===== config.mk =====
export PLATFORM = sky130hd
export DESIGN_NAME = sdfm_res_arb
export DESIGN_NICKNAME = d
export VERILOG_FILES = /design/src/rtl/sdfm_pkg.sv /design/src/rtl/sdfm_res_fifo.sv /design/src/rtl/sdfm_res_arb.sv
export SDC_FILE = /design/constraint.sdc
export NUM_CORES = 1
export LEC_CHECK = 0
export ABC_AREA = 1
export CORE_MARGIN = 2
export CORE_UTILIZATION = 40
export CTS_CLUSTER_DIAMETER = 30
export DETAILED_ROUTE_END_ITERATION = 7
export SYNTH_ARGS = -nofsm -noshare
export SYNTH_HDL_FRONTEND = slang
export SYNTH_SLANG_ARGS = --single-unit
export TNS_END_PERCENT = 20

===== constraint.sdc =====
create_clock -name SYSCLK -period 2.2 [get_ports SYSCLK]
set_clock_uncertainty 0.05 [all_clocks]
set_input_delay 0.22 -clock SYSCLK [delete_from_list [all_inputs] [get_ports SYSCLK]]
set_output_delay 0.22 -clock SYSCLK [all_outputs]
set_load 0.1 [all_outputs]

===== src/rtl/sdfm_pkg.sv =====
// Shared constants, result-entry type and sizing helper for the
// sigma-delta filter result path.
package sdfm_pkg;

   localparam int SDFM_DATA_W     = 32;
   localparam int SDFM_NCH_DEF    = 4;
   localparam int SDFM_DEPTH_DEF  = 4;
   localparam int SDFM_CHAN_W_MAX = 3;

   typedef struct packed {
      logic [SDFM_CHAN_W_MAX-1:0] chan;
      logic [SDFM_DATA_W-1:0]     data;
   } sdfm_res_t;

   function automatic int sdfm_clog2(input int value);
      int r;
      r = 0;
      while ((1 << r) < value) r++;
      return r;
   endfunction

endpackage


===== src/rtl/sdfm_res_fifo.sv =====
// Register-based synchronous FIFO with level/full/empty; head is read
// combinationally so a push is visible on the next cycle.
module sdfm_res_fifo
   import sdfm_pkg::*;
#(
   parameter  int DEPTH = SDFM_DEPTH_DEF,
   parameter  int W     = SDFM_DATA_W + 2,
   localparam int AW    = sdfm_clog2(DEPTH),
   localparam int LW    = AW + 1
) (
   input  logic          i_clk,
   input  logic          i_rst_n,
   input  logic          i_push,
   input  logic [W-1:0]  i_wdata,
   input  logic          i_pop,
   output logic [W-1:0]  o_rdata,
   output logic [LW-1:0] o_level,
   output logic          o_full,
   output logic          o_empty
);

   logic [W-1:0]  r_mem [DEPTH];
   logic [AW-1:0] r_wr_ptr;
   logic [AW-1:0] r_rd_ptr;
   logic [LW-1:0] r_level;
   logic          w_do_push;
   logic          w_do_pop;

   assign o_empty   = (r_level == '0);
   assign o_full    = (r_level == LW'(DEPTH));
   assign w_do_pop  = i_pop && !o_empty;
   assign w_do_push = i_push && (!o_full || w_do_pop);
   assign o_rdata   = r_mem[r_rd_ptr];
   assign o_level   = r_level;

   // NOTE: the storage is reset too, so the head reads zero straight out of reset.
   always_ff @(posedge i_clk or negedge i_rst_n) begin
      if (!i_rst_n) begin
         for (int i = 0; i < DEPTH; i++) r_mem[i] <= '0;
      end else if (w_do_push) begin
         r_mem[r_wr_ptr] <= i_wdata;
      end
   end

   // NOTE: state uses non-blocking assignments so every flop samples pre-edge values.
   always_ff @(posedge i_clk or negedge i_rst_n) begin
      if (!i_rst_n) begin
         r_wr_ptr <= '0;
         r_rd_ptr <= '0;
         r_level  <= '0;
      end else begin
         if (w_do_push) r_wr_ptr <= r_wr_ptr + AW'(1);
         if (w_do_pop)  r_rd_ptr <= r_rd_ptr + AW'(1);
         case ({w_do_push, w_do_pop})
            2'b10:   r_level <= r_level + LW'(1);
            2'b01:   r_level <= r_level - LW'(1);
            default: r_level <= r_level;
         endcase
      end
   end

endmodule


===== src/rtl/sdfm_res_arb.sv =====
// Per-channel capture, round-robin arbitration into the result FIFO,
// sticky overrun flags and a registered FIFO-level interrupt.
module sdfm_res_arb
   import sdfm_pkg::*;
#(
   parameter  int NCH   = SDFM_NCH_DEF,
   parameter  int DEPTH = SDFM_DEPTH_DEF,
   localparam int CW    = sdfm_clog2(NCH),
   localparam int LW    = sdfm_clog2(DEPTH) + 1
) (
   input  logic                       SYSCLK,
   input  logic                       SYSRSTn,
   input  logic [SDFM_DATA_W*NCH-1:0] ch_data_in,
   input  logic [NCH-1:0]             ch_update_in,
   input  logic [NCH-1:0]             ch_en_in,
   output logic                       res_valid,
   input  logic                       res_ready,
   output logic [SDFM_DATA_W-1:0]     res_data,
   output logic [CW-1:0]              res_chan,
   output logic [LW-1:0]              fifo_level,
   input  logic [LW-1:0]              irq_thresh,
   output logic                       irq,
   output logic [NCH-1:0]             ovf_flags,
   input  logic [NCH-1:0]             ovf_clr
);

   localparam int EW = CW + SDFM_DATA_W;

   logic [NCH-1:0][SDFM_DATA_W-1:0] r_hold;
   logic [NCH-1:0]                  r_pend;
   logic [NCH-1:0]                  r_ovf;
   logic [CW-1:0]                   r_last_grant;
   logic                            r_irq;

   logic [NCH-1:0] w_capture;
   logic [NCH-1:0] w_gnt_oh;
   logic [NCH-1:0] w_ovf_set;
   logic [CW-1:0]  w_winner;
   logic [CW-1:0]  w_idx;
   logic           w_found;
   logic           w_grant;
   logic           w_pop;
   logic           w_full;
   logic           w_empty;
   logic [EW-1:0]  w_push_ent;
   logic [EW-1:0]  w_head;
   logic [LW-1:0]  w_level;

   assign w_capture = ch_update_in & ch_en_in;
   assign w_pop     = res_valid && res_ready;

   // NOTE: every always_comb output gets a default first so no latch is inferred.
   always_comb begin
      w_found  = 1'b0;
      w_winner = r_last_grant;
      w_idx    = r_last_grant;
      for (int k = 1; k <= NCH; k++) begin
         w_idx = r_last_grant + CW'(k);
         if (!w_found && r_pend[w_idx]) begin
            w_found  = 1'b1;
            w_winner = w_idx;
         end
      end
   end

   // A full FIFO still accepts a write when its head leaves in the same cycle.
   assign w_grant    = w_found && (!w_full || w_pop);
   assign w_gnt_oh   = w_grant ? (NCH'(1) << w_winner) : '0;
   assign w_ovf_set  = w_capture & r_pend & ~w_gnt_oh;
   assign w_push_ent = {w_winner, r_hold[w_winner]};

   always_ff @(posedge SYSCLK or negedge SYSRSTn) begin
      if (!SYSRSTn) begin
         r_hold       <= '0;
         r_pend       <= '0;
         r_ovf        <= '0;
         r_last_grant <= CW'(NCH - 1);
         r_irq        <= 1'b0;
      end else begin
         for (int i = 0; i < NCH; i++) begin
            if (w_capture[i]) r_hold[i] <= ch_data_in[SDFM_DATA_W*i +: SDFM_DATA_W];
         end
         // Granting the old sample while capturing a new one leaves pend set.
         r_pend <= ch_en_in & (w_capture | (r_pend & ~w_gnt_oh));
         r_ovf  <= w_ovf_set | (r_ovf & ~ovf_clr);
         if (w_grant) r_last_grant <= w_winner;
         r_irq  <= (irq_thresh != '0) && (w_level >= irq_thresh);
      end
   end

   sdfm_res_fifo #(
      .DEPTH (DEPTH),
      .W     (EW)
   ) u_fifo (
      .i_clk   (SYSCLK),
      .i_rst_n (SYSRSTn),
      .i_push  (w_grant),
      .i_wdata (w_push_ent),
      .i_pop   (w_pop),
      .o_rdata (w_head),
      .o_level (w_level),
      .o_full  (w_full),
      .o_empty (w_empty)
   );

   assign res_valid  = !w_empty;
   assign res_data   = w_head[SDFM_DATA_W-1:0];
   assign res_chan   = w_head[EW-1 -: CW];
   assign fifo_level = w_level;
   assign irq        = r_irq;
   assign ovf_flags  = r_ovf;

endmodule


# Word-level counts from Yosys, hierarchy flattened
# Cells that the tools add are included.
dict set report op_classes {
  add_sub_neg 7
  muxes 26
  n_reduce_logical 19
  n_eq_ne 3
  n_shift 1
  n_lt_le_gt_ge 9
  n_bitwise 12
}
# operator n
set op_table {}
lappend op_table {{$bwmux W136} 1}
lappend op_table {{$mux W34} 3}
lappend op_table {{$bmux W34 S2} 1}
lappend op_table {{$demux W34 S2} 1}
lappend op_table {{$bmux W32 S2} 1}
lappend op_table {{$mux W32} 1}
lappend op_table {{$and A4 B4 Y4} 6}
lappend op_table {{$lt A2 B3 Y1 const B} 5}
lappend op_table {{$logic_and A1 B1 Y1} 9}
lappend op_table {{$bmux W1 S2} 4}
lappend op_table {{$mux W1} 8}
lappend op_table {{$mux W2} 4}
lappend op_table {{$not A4 Y4} 2}
lappend op_table {{$or A4 B4 Y4} 2}
lappend op_table {{$add A2 B1 Y2 const B} 3}
lappend op_table {{$ge A3 B3 Y1 const B} 2}
lappend op_table {{$not A2 Y3} 2}
lappend op_table {{$pmux W3 S2} 1}
lappend op_table {{$logic_not A1 Y1} 5}
lappend op_table {{$add A2 B2 Y2 const B} 2}
lappend op_table {{$mux W4} 1}
lappend op_table {{$shl A1 B2 Y4 const A} 1}
lappend op_table {{$add A3 B1 Y3 const B} 1}
lappend op_table {{$eq A3 B3 Y1 const B} 1}
lappend op_table {{other kinds (9)} 10}
dict set report word_totals {
  register_bits 282
  input_bits 146
}

# Logic depth before layout (Yosys ltp)
# Gate-level depths: netlist of the first run.
dict set report depth {
  depth_word 19
  depth_mapped 15
  mapped_depth_nobuf 14
}

# Modules after synthesis
# A second synthesis of the first run with hierarchy kept.
dict set report unflattened {
  hier_cells 1490
  area_unflattened_um2 13663.1
}
# module area_each_um2 seq_area_each_um2 n_inst cells_each
set modules_own_cells {}
lappend modules_own_cells {sdfm_res_fifo 7049.3 3578.4 1 847}
lappend modules_own_cells {sdfm_res_arb 6613.8 3480.8 1 643}

# Worst setup path before layout of the first run
# OpenSTA, ideal clock, no wires.
dict set report synth_timing {
  path_kind {reg-to-output}
  startpoint {register u_fifo.r_rd_ptr[0]}
  endpoint {output res_chan[0]}
  arrival_ns 2.648
  t_required_ns 1.930
  n_path_buf 3
  setup_slack_ns -0.718
  path_stages_with_launch 7
  cell_sequence {dfrtp_1 clkbuf_1 inv_1 clkbuf_1 clkbuf_1 nor2_1 o22ai_1}
}
dict set report synth_between {
  elab_chain_len 4
}
# item line
set synth_lines {}
lappend synth_lines {{start: declaration} sdfm_res_fifo.sv:24} ;# logic [AW-1:0] r_rd_ptr;
lappend synth_lines {{start signal: assignment} sdfm_res_fifo.sv:53} ;# if (w_do_pop) r_rd_ptr <= r_rd_ptr + AW'(1);
lappend synth_lines {{$not A2 Y3 (implied by the code)} sdfm_res_fifo.sv:33} ;# assign o_rdata = r_mem[r_rd_ptr];
lappend synth_lines {{$bmux W34 S2} sdfm_res_fifo.sv:33}
lappend synth_lines {{$mux W34 (implied by the code) (2 in a row)} sdfm_res_fifo.sv:33}
lappend synth_lines {{end: declaration} sdfm_res_arb.sv:19} ;# output logic [CW-1:0] res_chan,
# No other way between the ends. The select of a mux whose other input is x is not followed.

# Worst setup path in the final report of the first run
dict set report layout_timing {
  startpoint {register r_last_grant[0]}
  endpoint {register u_fifo.r_level[2], in the netlist u_fifo.o_level[2]}
}
dict set report layout_between {
  elab_chain_len 17
  elab_cells_between_ends 27
  classes_between {3 x add/sub; 2 x eq/ne; 13 x mux; 9 x reduce/logical}
}
# item line
set layout_lines {}
lappend layout_lines {{start: declaration} sdfm_res_arb.sv:32} ;# logic [CW-1:0] r_last_grant;
lappend layout_lines {{start signal: assignment} sdfm_res_arb.sv:77} ;# r_last_grant <= CW'(NCH - 1);
lappend layout_lines {{start signal: assignment} sdfm_res_arb.sv:86} ;# if (w_grant) r_last_grant <= w_winner;
lappend layout_lines {{$add A2 B1 Y2} sdfm_res_arb.sv:58} ;# w_idx = r_last_grant + CW'(k);
lappend layout_lines {{$bmux W1 S2} sdfm_res_arb.sv:59} ;# if (!w_found && r_pend[w_idx]) begin
lappend layout_lines {{$mux W1 (implied by the code)} sdfm_res_arb.sv:59}
lappend layout_lines {{$mux W1} sdfm_res_arb.sv:59}
lappend layout_lines {{$logic_not A1 Y1} sdfm_res_arb.sv:59}
lappend layout_lines {{$logic_and A1 B1 Y1} sdfm_res_arb.sv:59}
lappend layout_lines {{$mux W1} sdfm_res_arb.sv:59}
lappend layout_lines {{$logic_not A1 Y1} sdfm_res_arb.sv:59}
lappend layout_lines {{$logic_and A1 B1 Y1} sdfm_res_arb.sv:59}
lappend layout_lines {{$mux W1} sdfm_res_arb.sv:59}
lappend layout_lines {{$logic_not A1 Y1} sdfm_res_arb.sv:59}
lappend layout_lines {{$logic_and A1 B1 Y1} sdfm_res_arb.sv:59}
lappend layout_lines {{$mux W1 *} sdfm_res_arb.sv:59}
lappend layout_lines {{$logic_and A1 B1 Y1 *} sdfm_res_arb.sv:67} ;# assign w_grant = w_found && (!w_full || w_pop);
lappend layout_lines {{$logic_and A1 B1 Y1 *} sdfm_res_fifo.sv:32} ;# assign w_do_push = i_push && (!o_full || w_do_pop);
lappend layout_lines {{$eq A2 B1 Y1 or $eq A2 B2 Y1 (tied branches)} sdfm_res_fifo.sv:54} ;# case ({w_do_push, w_do_pop})
lappend layout_lines {{$pmux W3 S2 or $reduce_bool A2 Y1 (tied branches)} -}
lappend layout_lines {{end signal: assignment} sdfm_res_fifo.sv:55} ;# 2'b10: r_level <= r_level + LW'(1);
lappend layout_lines {{end signal: assignment} sdfm_res_fifo.sv:56} ;# 2'b01: r_level <= r_level - LW'(1);
lappend layout_lines {{end signal: assignment} sdfm_res_fifo.sv:57} ;# default: r_level <= r_level;
lappend layout_lines {{end: declaration} sdfm_res_fifo.sv:25} ;# logic [LW-1:0] r_level;
# Every way passes the cells marked *; elsewhere a longest branch is shown, timed or not. The select of a mux whose other input is x is not followed.
# A chain may end at the register's enable or synchronous reset.

==> results of run 1 <==
-- worst min-delay path by stage --
| stage | endpoint | slack [ns] | cells after the start |
|---|---|---|---|
| floorplan | irq$_DFF_PN0_ | -0.13 | 0 |
| global placement | u_fifo.o_level[0]$_DFFE_PN0P_ | 0.15 | 1 |
| detailed placement | u_fifo.o_level[0]$_DFFE_PN0P_ | 0.15 | 1 |
| CTS | r_hold[69]$_DFFE_PN0P_ | 0.16 | 2 |
| global route | irq$_DFF_PN0_ | 0.18 | 2 |
| finish | u_fifo.o_level[1]$_DFFE_PN0P_ | 0.15 | 2 |
-- state kept, by name, summed over array words and instances, names as in the netlist --
register         count
u_fifo.r_mem       136
r_hold             128
ovf_flags            4
r_pend               4
u_fifo.o_level       3
r_last_grant         2
u_fifo.r_rd_ptr      2
u_fifo.r_wr_ptr      2
irq                  1
-- routing by layer --
metal	part of all wire	wire length, um
met1	0.42	17300
met2	0.50	20700
met3	0.057	2370
met4	0.027	1120
met5	0	0
-- metrics by stage --
stage / instances / util / setup TNS [ns] / setup slack, ns / hold WS (ns)
5_1_grt: 2168 / 0.610 / -15.13 / -0.173 / 0.177
3_5_place_dp: 2025 / 0.510 / -2.16 / -0.179 / 0.147
2_1_floorplan: 1406 / - / -8.84 / -0.486 / -0.126
4_1_cts: 2159 / 0.595 / -0.280 / -0.0622 / 0.158
6_report: 2168 / 0.610 / -2.56 / -0.0682 / 0.153
3_3_place_gp: 2025 / 0.510 / -0.116 / -0.116 / 0.147
-- kinds of logic (layout without fill, tap and decap cells) --
group,count (synthesis),after routing,share of synthesized area
DFF,282,282,0.528
muxes,128,128,0.108
and+or+nand+nor,734,734,0.252
adders and majority gates,9,9,0.00898
AOI/OAI and AO/OA,134,134,0.0547
xor gates and xnor gates,5,5,0.00327
buffers and inverters,114,434,0.0457
-- worst reg2reg max path, delay by kind of cell (launching register included) --
kind	cells	cell delay [ns]
and+or+nand+nor	7	0.61
DFF	1	0.57
adders and majority gates	2	0.47
AOI/OAI and AO/OA	2	0.20
xor gates and xnor gates	1	0.14
buffers and inverters	2	0.11
-- synth_stat cells, drive strengths merged (2+ instances only) --
master  instances  share of area
dfrtp         280           0.52
inv            33         0.0094
clkbuf         37          0.010
a21boi          2         0.0011
ha              8         0.0075
nand2         425           0.13
a21oi           5         0.0019
nor2           72          0.020
mux2          128           0.11
nand3         236           0.10
xor2            4         0.0026
o21bai          3         0.0017
dfstp           2         0.0039
buf            44          0.026
o22ai          34          0.016
o21ai          88          0.033
-- final cells by class --
cell class | count | share of cell area
clock inverters | 34 | 0.0262
well taps | 442 | 0.0277
inverters | 33 | 0.00696
repair buffers | 277 | 0.166
flip-flops and latches | 282 | 0.354
multi-input cells | 1010 | 0.322
clock buffers | 90 | 0.0971
-- placed cells by master (no fill, tap or decap), types with 17 or more instances in the layout --
cell type          n
nand2_4           17
nand3_2           59
mux2_2           128
dfrtp_1          279
clkdlybuf4s50_1  144
clkbuf_16         74
nand2_1          363
nand3_1          160
inv_1             22
buf_12            58
nor2_1            72
nand2_2           44
nand3_4           17
buf_4             56
o21ai_0           84
o22ai_2           27
-- repair_timing --
action	CTS	global route
setup endpoints to repair	156	172
hold buffers	1	0
setup buffers	9	3
hold endpoints to repair	215	0
pin swaps	8	11
gates resized for setup	51	81
cloned	1	6
==> flow_summary.toml, run 1 <==
[grt]
antenna_found_initial = 0
grtUsageMet2 = 0.388
grt_pass1_wl_um = 63900
grt_use_total = 0.232
grt_overflow = 0
grt_max_degree = 56
grtUsageMet1 = 0.300
grt_util_met3 = 0.0435
busiest_layer = "met2"
grt_pass1_vias = 11956

[worst_setup_path]
reg2reg_from = "r_last_grant[0]$_DFFE_PN1P_"
rr_endpoint = "u_fifo.o_level[2]$_DFFE_PN0P_"
cp_common_cell = "nand2_1"
crit_path_max_fanout = 7
critPathTopFamily = "simple AND/OR/NAND/NOR gates"
critPathCaptureType = "flop"
slowest_delay_ns = 0.57
worst-path-stages = 14
rrSetupSlack_ns = -0.07
path_class = "flop to flop"
path_buf_inv = 2
cp.arrival_ns = 2.65
worstPathRequired_ns = 2.58
r2r_cells = 14
cpMaxStageDelayCell = "dfstp_2"
worstPathCellList = "inv_4 > nand2_2 > nand2_1 > nand2_1 > nand2_1 > nor2_1 > nand3_2 > nand2_4 > ha_4 > inv_2 > fa_2 > a21oi_2 > o21ai_1 > xor2_1"
cp-start-kind = "flop"
startpoint = "r_last_grant[0]$_DFFE_PN1P_"
endpoint = "u_fifo.o_level[2]$_DFFE_PN0P_"

[cells_and_area]
multi_input_area_um2 = 6430
final_cell_area_um2 = 20000
area_growth_pct = 49.3
n_fill_cell = 2728
drive_gt1_frac = 0.326
finalNetCount = 1829
seq_area_um2 = 7060
num_antenna_cells = 0

[yosys]
yosysWarningCount = 0
ys_seq_area_frac = 0.528
synth_area_um2 = 13400
synth_edf_count = 0
ys_types = 31
synth_top_flop_cell = "dfrtp_1"
syn_inst = 1406
synth_nets = 1561
synth-seq-cells = 282
syn_area_per_cell_um2 = 9.51
synth-async-reset-ratio = 1.00

[timing]
period_needed_ns = 2.27
timing.final.hold_violations = 0
tightest_slew_ns = 0.485
setup_viol = 83
fin_ws_ns = -0.0682
drv_slew = 0
rsz0062_at_grt = "true"
fin_crit_sh = 1.03
relSlewSlack = 0.676
max_freq_mhz = 441

[flow_run]
drv_cap = 0

[drt]
ant_nets = 0
vias_per_cell = 5.28
remaining_drc_errors = 0
wl_per_cell_um = 19.1
drt_iter0_markers = 850
drt_wl_total_um = 41400
vias = 11443
drt-pass1-iter-count = 5

[clocking]
cts-root-buf = "clkbuf_16"
cts_buffer_depth = 3
numCtsBuffers = 70
clk_latency_ns = 0.56
clk_pin_slew_worst_paths_ns = 0.05
htree_levels = 3
cts_tree = "done"
clkSinkCount = 282

[floorplanning]
ios = 189
dieHeight_um = 187
die_w_um = 187
num_rows = 66
core_um2 = 32700
die_area_um2 = 34900
start_util = 0.409

[outcome]
status = "finished with violations"
violations = "negative setup slack"

[placed_design]
place_congestion = 0.780
hpwl_um = 25500
numPortBuffers = 188
placed_cell_area_um2 = 16700

[min_path]
hp-class = "input pin to async pin"
Power of run 1 is not shown: default switching activity piles up to over one toggle a cycle in this logic, so the estimate is an artifact.
==> run 2: changes to the inputs <==
Settings changed: CORE_UTILIZATION 40 to 55, PLACE_DENSITY set to 0.8.
Clock period 2.2 ns to 2.25 ns, I/O delays scaled along.
==> run 2 against run 1 <==
The run still ends with negative setup slack left. Setup slack worse by 0.021 ns. Global-route usage is 7.7 points higher. Critical endpoint is now u_fifo.r_mem[70]$_DFFE_PN0P_. Die area is 27% lower. Register-to-register slack worse by 0.02 ns. Largest cell class unchanged. Core utilization is 17 points higher. Highest routed layer unchanged. Final cell count is 7.9% lower. Sequential cell count stayed put. Sequential share of layout area is 2.2 points higher. First-iteration DRC count is 60% higher. Critical path depth stayed put.
==> flow_summary.toml, run 2 (synthesis results as in run 1) <==
[placed_design]
place_congestion = 0.859
hpwl_um = 24100
numPortBuffers = 188

[worst_setup_path]
rrSetupSlack_ns = -0.09
path_class = "flop to flop"
critPathTopFamily = "simple AND/OR/NAND/NOR gates"
reg2reg_from = "r_last_grant[0]$_DFFE_PN1P_"
rr_endpoint = "u_fifo.r_mem[70]$_DFFE_PN0P_"
cpMaxStageDelayCell = "dfstp_2"
slowest_delay_ns = 0.55
r2r_cells = 14
worstPathRequired_ns = 2.63
cp_common_cell = "nand2_1"
cp-start-kind = "flop"
critPathCaptureType = "flop"
worstPathCellList = "buf_6 > nand2_1 > nand2_2 > nand2_1 > nand2_4 > buf_4 > nand2_4 > nand3_4 > nand2_8 > buf_12 > nand2_1 > nand3_4 > nand3_1 > nand2_1"
crit_path_max_fanout = 14
path_buf_inv = 3
cp.arrival_ns = 2.72

[grt]
grt_pass1_wl_um = 62800
grt_use_total = 0.309
grt_max_degree = 74
grt_pass1_vias = 12163
antenna_found_initial = 0
grt_overflow = 0

[drt]
drt_iter0_markers = 1357
drt-pass1-iter-count = 5
vias_per_cell = 5.91
wl_per_cell_um = 20.4
vias = 11805
drt_wl_total_um = 40800
ant_nets = 0
remaining_drc_errors = 0

[cells_and_area]
top_register = "u_fifo.r_mem"
layout.cells.most_common = "nand2_1"
n_fill_cell = 1488
most-common-layout-cells = "nand2_1, dfrtp_1, nand3_1"
multi_input_area_um2 = 6310
drive_gt1_frac = 0.295
area_growth_pct = 40.7
num_antenna_cells = 0
seq_area_um2 = 7060
finalNetCount = 1787
reg_top3 = "u_fifo.r_mem x136, r_hold x128"
largest_reg_flops = 136

[timing]
timing.final.hold_violations = 0
tightest_slew_ns = 0.472
relSlewSlack = 0.685
rsz0062_at_grt = "true"
setup_viol = 103
fin_crit_sh = 1.04
fin_ws_ns = -0.0893
drv_slew = 0
tns_ns = -3.05
max_freq_mhz = 427
period_needed_ns = 2.34

[floorplanning]
num_rows = 57
die_area_um2 = 25600
core_um2 = 24100
start_util = 0.555
dieHeight_um = 160
die_w_um = 160
ios = 189

[clocking]
cts_tree = "done"
cts_buffer_depth = 3
numCtsBuffers = 53
cts-root-buf = "clkbuf_16"
clk_latency_ns = 0.56
clk_pin_slew_worst_paths_ns = 0.05
clkSinkCount = 282
htree_levels = 2

[outcome]
status = "finished with violations"
violations = "negative setup slack"

[min_path]
hp-class = "input pin to async pin"

[flow_run]
drv_cap = 0
run 2: worst reg2reg max path: cells and delay by family, from the launching register on:
kind	cells	cell delay, ns
flops	1	0.55
buf+inv	3	0.48
simple gates	11	1.16
run 2: metal layers:
metal / wire length [um] / GRT usage
met1: 15300 / 0.384
met3: 3240 / 0.0610
met2: 20600 / 0.527
met4: 1680 / 0.140
met5: 0 / 0
run 2: worst max-delay path by stage:
stage / from / end / slack, ns / cells past startpoint
global route: r_last_grant[0]$_DFFE_PN1P_ / u_fifo.r_mem[107]$_DFFE_PN0P_ / -0.20 / 14
floorplan: u_fifo.r_rd_ptr[0]$_DFFE_PN0P_ / res_data[18] / -0.44 / 5
detailed placement: r_last_grant[0]$_DFFE_PN1P_ / u_fifo.o_level[2]$_DFFE_PN0P_ / -0.18 / 14
CTS: r_last_grant[0]$_DFFE_PN1P_ / u_fifo.o_level[2]$_DFFE_PN0P_ / -0.07 / 14
global placement: r_last_grant[0]$_DFFE_PN1P_ / u_fifo.o_level[2]$_DFFE_PN0P_ / -0.12 / 14
finish: r_last_grant[0]$_DFFE_PN1P_ / u_fifo.r_mem[70]$_DFFE_PN0P_ / -0.09 / 14
run 2: through the flow:
step                instance area, um^2  setup WS, ns  utilization  hold WS [ns]  cells
detailed placement                16400        -0.179        0.680         0.135   1893
finish                            18800       -0.0893        0.781         0.144   1997
floorplan                         13600        -0.441            -        -0.121   1406
global placement                  16400        -0.120        0.680         0.130   1893
global route                      18800        -0.196        0.781         0.172   1997
CTS                               18400       -0.0659        0.763         0.148   1991
run 2: cell type report:
| type | count | area share |
|---|---|---|
| multi-input combinational | 1010 | 0.335 |
| clock buffer | 69 | 0.0795 |
| sequential | 282 | 0.375 |
| clock inverter | 27 | 0.0154 |
| tap | 324 | 0.0215 |
| timing repair buffer | 252 | 0.165 |
| inverter | 33 | 0.00765 |
run 2: what timing repair did:
item	CTS	global route
gates resized for setup	44	65
endpoints found under the setup margin	105	151
cloned	0	4
buffers inserted	1	2
endpoints found under the hold margin	67	0
hold buffers	1	0
pin swaps	8	11
Power of run 2 is left out for the same reason.
==> run 3: changes to the inputs <==
Settings changed: CORE_MARGIN 2 to 1, CORE_UTILIZATION 55 to 59, CTS_CLUSTER_DIAMETER 30 to 150, PLACE_DENSITY 0.8 to 0.85.
Clock period 2.25 ns to 2.8 ns, I/O delays scaled along.
==> run 3 against run 2 <==
The flow finishes with violations (design-rule violations). Register-to-register slack gained 0.32 ns. Hold slack gained 0.072 ns. Via count shrank 4.5%. Setup slack gained 0.20 ns. First-iteration DRC count shrank 26%. Critical path depth shrank 10. Sequential share of layout area grew 4.4 points. Global-route usage grew 1.0 points. Design area shrank 11%. Sequential cell count is the same. Routed wire length shrank 11%. Core utilization shrank 1.7 points.
==> flow_summary.toml, run 3 (synthesis results as in run 1) <==
[worst_setup_path]
cp.arrival_ns = 2.36
critPathCaptureType = "output pin"
reg2reg_from = "r_last_grant[1]$_DFFE_PN1P_"
critPathTopFamily = "flip-flops"
worstPathRequired_ns = 2.47
cp-start-kind = "flop"
path_class = "flop to output pin"
path_buf_inv = 2
startpoint = "u_fifo.r_rd_ptr[1]$_DFFE_PN0P_"
crit_path_max_fanout = 22
slowest_delay_ns = 0.64
cpMaxStageDelayCell = "dfrtp_1"
worstPathCellList = "buf_4 > o21ai_0 > o22ai_1 > buf_12"

[clocking]
cts-root-buf = "clkbuf_16"
cts_buffer_depth = 3
clk_pin_slew_worst_paths_ns = 0.06
cts_setup_buffers = 0
htree_levels = 1
clkSinkCount = 282
clk_latency_ns = 0.55
cts_tree = "done"
numCtsBuffers = 29

[timing]
tightest_slew_ns = 0.635
timing.final.hold_violations = 0
max_freq_mhz = 371
drv_slew = 0
rsz0062_at_grt = "false"
fin_crit_sh = 0.962
setup_viol = 0
relSlewSlack = 0.576
period_needed_ns = 2.69

[drt]
wl_met1_um = 13900
wl_per_cell_um = 19.4
remaining_drc_errors = 7
drt_wl_total_um = 36500
drt_iter0_markers = 1008
drt-pass1-iter-count = 8
ant_nets = 0
wl_met2_um = 18200
highest_layer = "met4"
vias_per_cell = 5.99
vias = 11276
wl_met3_um = 2880

[min_path]
hp-class = "input pin to async pin"

[cells_and_area]
finalNetCount = 1739
post-route-util = 0.764
most-common-layout-cells = "nand2_1, dfrtp_1, nand3_1"
num_antenna_cells = 0
n_fill_cell = 1461
reg_top3 = "u_fifo.r_mem x136, r_hold x128"
layoutNonFillerInstCount = 1881
area_growth_pct = 25.8
drive_gt1_frac = 0.213
top_register = "u_fifo.r_mem"
layout.cells.most_common = "nand2_1"
largest_reg_flops = 136

[placed_design]
hpwl_um = 23700
dp.cells = 1832
place_congestion = 0.875
numPortBuffers = 188

[grt]
antenna_found_initial = 0
grt_overflow = 0
grt_max_degree = 74
grt_pass1_wl_um = 59000
grt_pass1_vias = 11511
grt_use_total = 0.320

[floorplanning]
num_rows = 54
die_w_um = 153
die_area_um2 = 23300
core_um2 = 22000
start_util = 0.607
ios = 189
dieHeight_um = 153

[flow_run]
drv_cap = 0

[outcome]
status = "finished with violations"
violations = "design-rule violations"
run 3: cell types whose count changed in the layout (fill, tap and decap cells not counted), sizes merged:
cell      delta
buf         -20
bufinv       -1
inv          -7
clkinv       -8
clkinvlp     -6
clkbuf      -30
run 3: layout make-up:
class / instances / area [um^2] / area share
Timing Repair Buffer: 228 / 2610 / 0.155
Multi-Input combinational cell: 1010 / 5740 / 0.341
Inverter: 33 / 126 / 0.00751
Tap cell: 280 / 350 / 0.0208
Clock buffer: 43 / 868 / 0.0516
Clock inverter: 5 / 78.8 / 0.00468
Sequential cell: 282 / 7060 / 0.420
run 3: routing by layer:
metal / up-vias / global-route usage
met5: - / 0
met4: 0 / 0.140
met3: 109 / 0.0529
met2: 593 / 0.546
met1: 5504 / 0.402
li1: 5070 / -
run 3: what timing repair did:
action | CTS | global route
endpoints found under the hold margin | 67 | 0
hold buffers | 1 | 0
gates resized for setup | 0 | 0
run 3: through the flow:
step / cell area, um^2 / TNS [ns] / hold slack [ns] / setup WS [ns]
floorplan: 13400 / -2.85 / -0.0656 / -0.178
global placement: 15900 / 0 / 0.243 / 0.303
detailed placement: 15900 / 0 / 0.248 / 0.261
CTS: 16800 / 0 / 0.248 / 0.153
global route: 16800 / 0 / 0.292 / 0.0635
finish: 16800 / 0 / 0.216 / 0.107
run 3: final timing paths:
check / endpoint / slack, ns / cells past startpoint
worst max-delay path: res_chan[1] / 0.11 / 4
worst min-delay path: u_fifo.o_level[0]$_DFFE_PN0P_ / 0.22 / 2
worst max register to register: u_fifo.o_level[2]$_DFFE_PN0P_ / 0.23 / 14
worst min register to register: u_fifo.r_mem[76]$_DFFE_PN0P_ / 0.43 / 2
max in group asynchronous: r_hold[111]$_DFFE_PN0P_ / 1.59 / 3
min in group SYSCLK: r_pend[1]$_DFF_PN0_ / 0.26 / 3
Power of run 3 is left out for the same reason.
